[src/rtl/mem_to_stream.sv]
// rtl/mem_to_stream.sv - memory-side responder bridging a no-backpressure response master to a stream backend
// Optional macro MEM_TO_STREAM_RESP_FALL_THROUGH_EN lets read data bypass the buffer when it is empty.
module mem_to_stream #(
    parameter type         mem_req_t  = logic,
    parameter type         mem_resp_t = logic,
    parameter int unsigned BufDepth   = 32'd2
) (
    input  logic                          clk_i,
    input  logic                          rst_i,
    input  mem_req_t                      req_i,
    input  logic                          req_we_i,
    input  logic                          req_valid_i,
    output logic                          req_ready_o,
    output mem_resp_t                     resp_o,
    output logic                          resp_valid_o,
    output mem_req_t                      stream_req_o,
    output logic                          stream_req_we_o,
    output logic                          stream_req_valid_o,
    input  logic                          stream_req_ready_i,
    input  mem_resp_t                     stream_resp_i,
    input  logic                          stream_resp_valid_i,
    output logic                          stream_resp_ready_o,
    output logic [$clog2(BufDepth+1)-1:0] outstanding_o
);

    localparam int unsigned CW = $clog2(BufDepth + 1);
    localparam int unsigned PW = (BufDepth > 1) ? $clog2(BufDepth) : 1;
    localparam logic [CW-1:0] DEPTH_C = CW'(BufDepth);
    localparam logic [PW-1:0] LAST_C  = PW'(BufDepth - 1);

    logic [CW-1:0] outstanding_q;
    logic [CW-1:0] rd_wait_q;
    logic [CW-1:0] dcnt_q;

    logic          order_mem [BufDepth];
    logic [PW-1:0] owr_ptr_q;
    logic [PW-1:0] ord_ptr_q;

    mem_resp_t     buf_mem [BufDepth];
    logic [PW-1:0] bwr_ptr_q;
    logic [PW-1:0] brd_ptr_q;

    logic order_empty;
    logic buf_empty;
    logic head_we;
    logic resp_hs;
    logic ft;
    logic retire;
    logic slot_free;
    logic accept;
    logic buf_push;
    logic buf_pop;

    function automatic logic [PW-1:0] ptr_inc(input logic [PW-1:0] p);
        return (p == LAST_C) ? '0 : p + PW'(1);
    endfunction

    assign order_empty = (outstanding_q == '0);
    assign buf_empty   = (dcnt_q == '0);
    assign head_we     = order_mem[ord_ptr_q];

    assign stream_resp_ready_o = ~rst_i & (rd_wait_q != '0);
    assign resp_hs             = stream_resp_valid_i & stream_resp_ready_o;

`ifdef MEM_TO_STREAM_RESP_FALL_THROUGH_EN
    assign ft = ~order_empty & ~head_we & buf_empty & resp_hs;
`else
    assign ft = 1'b0;
`endif

    // A write head retires on its own; a read head needs buffered (or bypassed) data.
    assign retire  = ~rst_i & ~order_empty & (head_we | ~buf_empty | ft);
    assign buf_pop = retire & ~head_we & ~buf_empty;
    assign buf_push = resp_hs & ~ft;

    assign slot_free          = (outstanding_q < DEPTH_C) | retire;
    assign stream_req_valid_o = ~rst_i & req_valid_i & slot_free;
    assign req_ready_o        = ~rst_i & stream_req_ready_i & slot_free;
    assign accept             = req_valid_i & req_ready_o;

    assign stream_req_o    = req_i;
    assign stream_req_we_o = req_we_i;

    assign resp_valid_o  = retire;
    assign outstanding_o = outstanding_q;

    always_comb begin
        resp_o = '0;
        if (retire && !head_we) begin
            resp_o = buf_empty ? stream_resp_i : buf_mem[brd_ptr_q];
        end
    end

    always_ff @(posedge clk_i) begin
        if (rst_i) begin
            outstanding_q <= '0;
            rd_wait_q     <= '0;
            dcnt_q        <= '0;
            owr_ptr_q     <= '0;
            ord_ptr_q     <= '0;
            bwr_ptr_q     <= '0;
            brd_ptr_q     <= '0;
        end else begin
            if (accept && !retire) begin
                outstanding_q <= outstanding_q + CW'(1);
            end else if (!accept && retire) begin
                outstanding_q <= outstanding_q - CW'(1);
            end

            if ((accept && !req_we_i) && !resp_hs) begin
                rd_wait_q <= rd_wait_q + CW'(1);
            end else if (!(accept && !req_we_i) && resp_hs) begin
                rd_wait_q <= rd_wait_q - CW'(1);
            end

            if (buf_push && !buf_pop) begin
                dcnt_q <= dcnt_q + CW'(1);
            end else if (!buf_push && buf_pop) begin
                dcnt_q <= dcnt_q - CW'(1);
            end

            if (accept) begin
                owr_ptr_q <= ptr_inc(owr_ptr_q);
            end
            if (retire) begin
                ord_ptr_q <= ptr_inc(ord_ptr_q);
            end
            if (buf_push) begin
                bwr_ptr_q <= ptr_inc(bwr_ptr_q);
            end
            if (buf_pop) begin
                brd_ptr_q <= ptr_inc(brd_ptr_q);
            end
        end
    end

    // Storage is not reset; pointers and counters alone define validity.
    always_ff @(posedge clk_i) begin
        if (accept) begin
            order_mem[owr_ptr_q] <= req_we_i;
        end
        if (buf_push) begin
            buf_mem[bwr_ptr_q] <= stream_resp_i;
        end
    end

endmodule

[config.mk]
export PLATFORM = sky130hd
export DESIGN_NAME = mem_to_stream
export DESIGN_NICKNAME = d
export VERILOG_FILES = /design/src/rtl/mem_to_stream.sv
export SDC_FILE = /design/constraint.sdc
export NUM_CORES = 1
export LEC_CHECK = 0
export BUFFER_PORTS_ARGS = -buffer_cell sky130_fd_sc_hd__buf_2
export CAP_MARGIN = 30
export CORE_MARGIN = 4
export CORE_UTILIZATION = 44
export DETAILED_ROUTE_END_ITERATION = 10
export PLACE_DENSITY_LB_ADDON = 0.05
export SLEW_MARGIN = 5
export SYNTH_ARGS = -nofsm -noshare
export SYNTH_HDL_FRONTEND = slang
export SYNTH_SLANG_ARGS = --single-unit
[constraint.sdc]
create_clock -name clk_i -period 2.66 [get_ports clk_i]
set_input_delay 0.133 -clock clk_i [delete_from_list [all_inputs] [get_ports clk_i]]
set_output_delay 0.133 -clock clk_i [all_outputs]
set_load 0.01 [all_outputs]
==> results by group, run 1 <==
Yosys
  – FF+latch count, synth: 16
  – Adder-Cell Fraction of Synth Area: 4.89%
  – Syn Nets: 86
  – Syn_area_per_cell: between 10 and 15 um^2
  – Ranking of synthesized cells by area: dfxtp_1, edfxtp_1, xor2_1
  – Xor/xnor share of the synthesized area: 6.85%
  – Yosys Warn Count: 0
  – Dominant combinational cell family by area after synthesis: simple AND/OR/NAND/NOR gates
  – Post-synthesis simple-gate area fraction: roughly 16%
  – Post-synth top area cell: dfxtp_1
  – Post-Syn Area: 767 um^2
  – Seq/Total Area, Yosys: 47.0%
  – Cells after Synth: 75
  – Mux contribution to synthesized area: 8.32%
  – Distinct cells, synth: 29
  – Synth Area in Compound Gates: between 10% and 20%
  – Synth top area share: a little under a third

Clock network
  – Clk slew on worst S/H paths: 0.09 ns
  – CTS root buf: clkbuf_4
  – H-tree levels: 1
  – CTS sink cnt: 16
  – Num CTS Buffers: 3
  – Post-CTS sizing: 0
  – Hold-fix buffers, CTS: 0
  – TritonCTS clock tree: done
  – Clk buf depth: 2
  – Worst skew pair latency: between 0.2 and 0.3 ns
  – Post-CTS Setup Bufs: 0

Finish
  – Highest-count cells in the layout ignoring fill and taps: buf_2, dfxtp_1, nor2_1, xor2_1, mux2i_1
  – Synth-to-layout area growth: 13.4%
  – Commonest non-fill, non-tap cell in the layout: buf_2
  – # diodes: 0
  – Final core occ: around 55%
  – Post-layout nets: around 100
  – Share of layout cells above drive strength 1: 24.7%

Placed design
  – IO buf count: 14
  – DP Worst Slack: about 0.67 ns
  – Final HPWL DP: 919 um
  – Placer Congestion: slightly above 0.7

STA
  – Period utilization: around three quarters
  – Fin Hold WS: roughly 0.028 ns
  – Setup TNS Final: 0 ns
  – RSZ-0062 raised after global routing: false
  – Final Critical Period: between 2 and 2.5 ns
  – Slew Limit Headroom: slightly above 80%
  – Final hold violation count: 0
  – Setup violations, final: 0
  – Slew Limit Fails: 0
  – Clk_skew: about 0.0028 ns
  – Measured slew at the worst slew-check pin: 0.267 ns
  – Setup ws final: 0.650 ns
  – Achievable Freq: slightly below 0.5 GHz

Hold path
  – HP Start: stream_resp_i
  – HP Class: primary input to flop

Die
  – Die Area: about 2500 um^2
  – Core region area: approximately 1600 um^2
  – # IOs: 17
  – Height of the die: approximately 50 um
  – Initial core utilization: 48.7%
  – # rows: 14
  – Die Width: between 40 and 50 um

Power
  – Max VDD drop: around 340 uV
  – PD cells: just over 600 nW/um^2
  – P_leak: 0.431 nW

Routing
  – First-pass DRT Iterations: 4
  – DR vias: about 520
  – Vias per cell: 4.94
  – Post-route ant nets: 0
  – DRT iter0 DRCs: 6
  – Drc violations: 0
  – Routed wire length: about 1200 um
  – Avg WL per Cell: roughly 12 um

Flow run
  – MaxCap Viol Count: 0

Global routing
  – Global-route wire length before repair: between 2000 and 2500 um
  – Largest net degree at the start of global routing: 16
  – GRT Overall Usage: about an eighth
  – Overflow left after global routing: 0
  – Initial antenna violation count: 0
  – Number of global-route vias before repair: 483

Setup path
  – Worst Setup End Kind: flop
  – Slowest Stage Delay on Critical Path: approximately 0.47 ns
  – Critical path cell sequence: mux2i_2 > or3b_1 > ha_1 > or3_1 > a21oi_1
  – Buf/Inv on CP: 0
  – CP required: just under 3 ns
  – CP Class: flop to flop
  – CP arrival: roughly 2.2 ns
  – CP startpoint kind: flop
  – CP max stage cell: or3b_1
  – Cell family with most CP delay: simple AND/OR/NAND/NOR gates
  – CP Max Fanout: 5

Run status
  – Status: completed
[stage by stage]
| step | power, W | std cells | area (um^2) |
|---|---|---|---|
| after CTS | 0.000536 | 105 | 870 |
| after global routing | 0.000560 | 105 | 870 |
| after detailed placement | 0.000372 | 101 | 833 |
| final | 0.000529 | 105 | 870 |
| after floorplan | 0.000348 | 75 | 767 |
| after global placement | 0.000371 | 101 | 833 |
[cells by family (layout without fill, tap and decap cells)]
group / count (synthesis) / after routing
simple gates: 22 / 22
compound gates: 14 / 14
buf+inv: 8 / 22
mux: 6 / 6
flops: 16 / 16
fa+ha+maj: 3 / 3
xor+xnor: 6 / 6
[where the power goes]
part	switching (W)	internal (W)
clock	0.0000784	0.0000834
combinational	0.0000430	0.0000404
sequential	0.0000158	0.000268
[synth_stat cells]
| library cell | n |
|---|---|
| nand3b_1 | 1 |
| xor2_1 | 6 |
| a311o_1 | 1 |
| nand2b_1 | 3 |
| nand2_1 | 2 |
| o21bai_1 | 1 |
| edfxtp_1 | 4 |
| o22ai_1 | 1 |
| a21bo_2 | 1 |
| a21oi_1 | 4 |
| inv_1 | 3 |
| inv_2 | 1 |
| and3_1 | 2 |
| nor2_1 | 7 |
| dfxtp_1 | 12 |
| nor3b_1 | 2 |
| ha_1 | 3 |
| o21ba_2 | 1 |
| clkbuf_1 | 1 |
| o21ai_0 | 3 |
| buf_2 | 1 |
| and2_1 | 1 |
| buf_4 | 2 |
| a31oi_1 | 1 |
| a21o_1 | 1 |
| or3b_1 | 1 |
| or3_1 | 3 |
| mux2i_2 | 1 |
| mux2i_1 | 5 |
[worst reg2reg max path, stage by stage (launching register included)]
cell and delay (ns):
dfxtp_1 0.35, mux2i_2 0.30, or3b_1 0.47, ha_1 0.35, or3_1 0.35, a21oi_1 0.14
[cell type report]
class                   instances  area (um^2)
fillers                       136          707
well taps                      16         20.0
flip-flops and latches         16          360
multi-input cells              51          368
inverters                       4         15.0
clock buffers                   4         36.3
repair buffers                 14         70.1
[layer usage]
layer	vias up	wire (um)	GRT usage, %	part of all wire (%)
met4	0	25	6.91	2.0
met1	217	632	14.4	52
li1	287	-	-	-
met5	-	0	0	0
met2	10	484	15.6	40
met3	5	77	6.63	6.3
[final timing paths]
check / to / slack [ns] / cells after the start
max: dcnt_q[1]$_SDFFE_PP0P_ / 0.65 / 5
max reg2reg: dcnt_q[1]$_SDFFE_PP0P_ / 0.65 / 5
min: buf_mem[0]$_DFFE_PP_ / 0.03 / 1
min reg2reg: flop / 0.46 / 1
No activity file was read; power rests on OpenSTA's default activity.
==> run 2: changes to the inputs <==
ABC_AREA = 1   (was unset)
clock period = 1.9 ns   (was 2.66 ns; I/O delays follow)
==> run 2 against run 1 <==
Sequential power grew 40%. Die area grew 2.9%. Via count grew 18%. Critical path type unchanged. Largest power group unchanged.
==> results by group, run 2 <==
STA
  – Achievable Freq: between 0.5 and 0.6 GHz
  – RSZ-0062 raised after global routing: false
  – Setup TNS Final: 0 ns
  – Fin Hold WS: approximately 0.021 ns
  – Final hold violation count: 0
  – Slew Limit Fails: 0
  – Measured slew at the worst slew-check pin: ~0.24 ns
  – Slew Limit Headroom: 84.0%
  – Final Critical Period: roughly 1.7 ns
  – Period utilization: 90.3%
  – Clk_skew: between 0.007 and 0.008 ns
  – Setup violations, final: 0

Flow run
  – MaxCap Viol Count: 0

Yosys
  – Syn_area_per_cell: around 8.4 um^2
  – Synth cell count leaders: inv_1, a21oi_1, dfxtp_1
  – Seq/Total Area, Yosys: 45.4%
  – Post-Syn Area: between 700 and 800 um^2
  – Async SR Flop Fraction: 0%
  – Yosys Warn Count: 0
  – Syn Nets: about 110
  – Ranking of synthesized cells by area: dfxtp_1, edfxtp_1, a21oi_1
  – Top-count cell post-synth: inv_1
  – Distinct cells, synth: 24
  – Post-synth top flop: dfxtp_1
  – Number of synthesized flops with an enable pin: 4
  – Synth top area share: between 30% and 40%
  – Post-synth top area cell: dfxtp_1
  – FF+latch count, synth: 16
  – Cells after Synth: 95

Finish
  – Final Cell Area: about 910 um^2
  – Multi-input gate area: 340 um^2
  – Synth-to-layout area growth: 14.2%
  – Highest-count cells in the layout ignoring fill and taps: inv_1, a21oi_1, buf_2, dfxtp_1
  – FILL cells: approximately 180
  – Post-layout nets: ~120
  – Sequential cell area: ~360 um^2
  – Share of layout cells above drive strength 1: 25.5%
  – Final core occ: between 50% and 60%
  – Commonest non-fill, non-tap cell in the layout: inv_1
  – # diodes: 0

Global routing
  – GRT Overall Usage: 11.6%
  – Overflow left after global routing: 0
  – Largest net degree at the start of global routing: 10
  – Global-route wire length before repair: approximately 2200 um
  – Number of global-route vias before repair: between 500 and 600
  – Initial antenna violation count: 0

Routing
  – Vias per cell: ~4.5
  – Routed wire length: between 1000 and 1500 um
  – Drc violations: 0
  – Avg WL per Cell: between 9 and 10 um
  – DRT iter0 DRCs: 13
  – First-pass DRT Iterations: 4
  – Post-route ant nets: 0
  – DR vias: slightly above 600

Clock network
  – Clk slew on worst S/H paths: 0.10 ns
  – CTS root buf: clkbuf_4
  – CTS sink cnt: 16
  – Clk buf depth: 2
  – H-tree levels: 1
  – TritonCTS clock tree: done
  – Worst skew pair latency: between 0.2 and 0.3 ns
  – Post-CTS Setup Bufs: 0
  – Num CTS Buffers: 3
  – Hold-fix buffers, CTS: 0

Power
  – Clock power share: between 20 and 30%
  – Switching Fraction: 28.4%
  – Max VDD drop: roughly 420 uV
  – P_leak: between 0.4 and 0.5 nW
  – Gate power share: about a fifth
  – P_sw: approximately 0.00022 W
  – Sequential share of power: about half
  – PD cells: roughly 860 nW/um^2
  – P_int: 0.000556 W

Hold path
  – HP Class: primary input to flop

Placed design
  – Area after DPL: a little under 900 um^2
  – IO buf count: 14
  – Final HPWL DP: 995 um
  – Placer Congestion: slightly below 0.8

Setup path
  – CP arrival: 1.89 ns
  – CP Class: flop to flop
  – CP startpoint kind: flop
  – CP Max Fanout: 4
  – Worst Setup End Kind: flop
  – CP required: around 2.1 ns

Die
  – Height of the die: 50.5 um
  – Core region area: ~1700 um^2
  – Initial core utilization: a little under half
  – # rows: 15
  – Die Width: around 50 um
  – # IOs: 17
  – Die Area: 2550 um^2

Run status
  – Status: completed
==> run 2: cell count changes in the layout (fill, tap and decap cells not counted), moves of 4 or more <==
cell | before | now
a21oi_1 | 4 | 14
inv_1 | 3 | 16
mux2i_1 | 5 | 0
nand2_1 | 2 | 9
o21ai_0 | 3 | 7
xor2_1 | 6 | 1
==> run 2: timing repair <==
| item | CTS | global route |
|---|---|---|
| resized for setup | 0 | 3 |
| endpoints found under the hold margin | 0 | 0 |
| setup endpoints to repair | 0 | 2 |
==> run 2: power groups by stage <==
stage	clock network (W)	registers (W)	logic [W]
2_1_floorplan	0	0.000404	0.000120
5_1_grt	0.000248	0.000402	0.000178
6_report	0.000222	0.000397	0.000156
4_1_cts	0.000235	0.000397	0.000158
3_5_place_dp	0	0.000405	0.000157
3_3_place_gp	0	0.000404	0.000154
==> run 2: kinds of logic after synthesis <==
family / Yosys count / share of synthesized area (%)
xor+xnor: 1 / 1.10
simple gates: 28 / 18.8
compound gates: 27 / 18.3
flops: 16 / 45.4
fa+ha+maj: 3 / 4.73
buf+inv: 20 / 11.7
==> run 2: final timing paths <==
check / slack, ns / endpoint / start / cells past startpoint
setup / recovery: 0.18 / outstanding_o[1]$_SDFFE_PP0P_ / dcnt_q[0]$_SDFFE_PP0P_ / 11
hold / removal: 0.02 / buf_mem[0]$_DFFE_PP_ / stream_resp_i / 1
setup reg to reg: 0.18 / outstanding_o[1]$_SDFFE_PP0P_ / dcnt_q[0]$_SDFFE_PP0P_ / 11
hold reg to reg: 0.47 / ord_ptr_q$_SDFFE_PP0P_ / ord_ptr_q$_SDFFE_PP0P_ / 1
==> run 2: per-stage QoR <==
step           setup slack [ns]  cells  total power [W]
2_1_floorplan             0.222     95         0.000524
3_3_place_gp              0.144    131         0.000559
3_5_place_dp              0.130    131         0.000562
4_1_cts                   0.111    135         0.000789
5_1_grt                 0.00431    135         0.000828
6_report                  0.184    135         0.000776
==> run 2: routing by layer <==
layer	routed length [um]	vias up	GRT usage, %
met4	14	0	5.38
li1	-	340	-
met5	0	-	0
met3	54	2	3.56
met1	679	260	15.8
met2	552	9	16.5
==> run 2: cell type report <==
class | count | share of cell area, %
sequential | 16 | 39.9
clock buffer | 4 | 4.01
timing repair buffer | 14 | 7.73
tap | 25 | 3.45
inverter | 17 | 7.32
multi-input combinational | 59 | 37.6
==> run 2: critical path, cell delays in order, from the launching register on <==
cell	delay (ns)
dfxtp_1	0.34
nor2_2	0.14
nand3_2	0.11
nand2_4	0.10
nand2_2	0.07
nand3_2	0.09
inv_1	0.05
ha_1	0.29
a21oi_1	0.11
o21ai_0	0.10
o21ai_0	0.16
a21oi_1	0.05
==> run 3: changes to the inputs <==
CORE_MARGIN = 3   (was 4)
==> run 3 against run 2 <==
Critical path depth did not move. Sequential share of layout area down 0.27 points. Cell count unchanged. Non-clock buffer count up 1. Largest power group unchanged. Critical path type unchanged. Core utilization up 4.8 points. Design area grew 0.69%. Via count is 1.5% higher. Fmax down 0.75%. Setup slack worse by 0.013 ns.
==> results by group, run 3 (synthesis results as in run 2) <==
Clock network
  – Num CTS Buffers: 3
  – TritonCTS clock tree: done
  – CTS sink cnt: 16
  – H-tree levels: 1
  – Worst skew pair latency: 0.29 ns
  – Hold-fix buffers, CTS: 0
  – Clk slew on worst S/H paths: roughly 0.1 ns
  – CTS root buf: clkbuf_4
  – Post-CTS Setup Bufs: 0
  – Post-CTS sizing: 0
  – Clk buf depth: 2

Die
  – Die Area: around 2300 um^2
  – # rows: 14
  – Height of the die: around 48 um
  – Die Width: about 48 um
  – Core region area: about 1600 um^2
  – # IOs: 17
  – Initial core utilization: around half

Global routing
  – Largest net degree at the start of global routing: 10
  – Number of global-route vias before repair: roughly 520
  – Initial antenna violation count: 0
  – Overflow left after global routing: 0
  – GRT Overall Usage: a little under an eighth
  – Global-route wire length before repair: ~2100 um

Finish
  – Share of layout cells above drive strength 1: 26.1%
  – Final core occ: 57.2%
  – FILL cells: roughly 150
  – Post-layout nets: 123
  – Sequential cell area: 362 um^2
  – Synth-to-layout area growth: 15.0%
  – # diodes: 0
  – Commonest non-fill, non-tap cell in the layout: inv_1
  – Multi-input gate area: 340 um^2
  – Highest-count cells in the layout ignoring fill and taps: inv_1, a21oi_1, buf_2, dfxtp_1

STA
  – Slew Limit Fails: 0
  – Final hold violation count: 0
  – Setup TNS Final: 0 ns
  – RSZ-0062 raised after global routing: false
  – Clk_skew: about 0.0047 ns
  – Slew Limit Headroom: a little over four fifths
  – Final Critical Period: 1.73 ns
  – Setup violations, final: 0
  – Period utilization: just over 90%
  – Measured slew at the worst slew-check pin: ~0.23 ns
  – Achievable Freq: 0.578 GHz

Flow run
  – MaxCap Viol Count: 0

Setup path
  – CP arrival: around 1.9 ns
  – CP Max Fanout: 4
  – CP Class: flop to flop
  – Reg2reg start: dcnt_q[1]$_SDFFE_PP0P_
  – Worst Setup End Kind: flop
  – CP required: between 2 and 2.5 ns
  – Setup crit start: dcnt_q[1]$_SDFFE_PP0P_
  – CP startpoint kind: flop

Power
  – Max VDD drop: 650 uV
  – PD cells: between 800 and 900 nW/um^2
  – P_leak: between 0.4 and 0.5 nW

Routing
  – First-pass DRT Iterations: 4
  – DR vias: slightly above 600
  – Routed wire length: ~1300 um
  – Post-route ant nets: 0
  – Met2 WL post-DR: 588 um
  – WL met1: between 600 and 700 um
  – Met3 wire length: roughly 60 um
  – Vias per cell: approximately 4.6
  – DRT iter0 DRCs: 9
  – Avg WL per Cell: around 9.6 um
  – Drc violations: 0
  – Highest metal used: met4

Hold path
  – HP Start: stream_resp_i
  – HP Class: primary input to flop

Run status
  – Status: completed

Placed design
  – IO buf count: 14
  – Final HPWL DP: 978 um
  – Placer Congestion: ~0.7
-- run 3: worst max-delay path, stage by stage (launching register included) --
cell and delay, ns:
dfxtp_1 0.34, nor2_2 0.14, nand3_2 0.11, nand2_4 0.10, nand2_2 0.07, nand3_2 0.09, nor2_1 0.05, ha_1 0.29
a21oi_1 0.11, o21ai_0 0.12, o21ai_1 0.14, a21oi_1 0.05
-- run 3: where the power goes --
group          internal [W]  switching, W  leakage (nW)
clock network      0.000117      0.000108        0.0210
registers          0.000377     0.0000170         0.134
logic             0.0000662     0.0000998         0.266
-- run 3: path summary, 6_finish.rpt --
| path | endpoint | slack, ns | cells past startpoint |
|---|---|---|---|
| worst max register to register | rd_wait_q[1]$_SDFFE_PP0P_ | 0.17 | 11 |
| worst min register to register | ord_ptr_q$_SDFFE_PP0P_ | 0.47 | 1 |
| worst min-delay path | buf_mem[1]$_DFFE_PP_ | 0.009 | 1 |
| worst max-delay path | rd_wait_q[1]$_SDFFE_PP0P_ | 0.17 | 11 |
-- run 3: layout make-up --
cell class | instances | share of cell area (%)
flip-flops and latches | 16 | 39.6
multi-input cells | 59 | 37.3
repair buffers | 15 | 8.50
inverters | 17 | 7.27
clock buffers | 4 | 3.98
well taps | 24 | 3.29
-- run 3: metal layers --
layer | global-route usage [%] | vias up
met1 | 13.7 | 261
met3 | 4.60 | 2
met5 | 0 | -
met2 | 18.8 | 14
li1 | - | 343
met4 | 4.27 | 0
-- run 3: through the flow --
| step | setup WS, ns | hold WS [ns] | cell area (um^2) | power [W] | instances |
|---|---|---|---|---|---|
| floorplan | 0.222 | 0.194 | 793 | 0.000524 | 95 |
| global placement | 0.184 | 0.190 | 875 | 0.000564 | 131 |
| detailed placement | 0.127 | 0.190 | 875 | 0.000568 | 131 |
| CTS | 0.114 | 0.00448 | 911 | 0.000794 | 135 |
| global route | 0.00354 | 0.00174 | 912 | 0.000830 | 135 |
| finish | 0.170 | 0.00930 | 912 | 0.000785 | 135 |
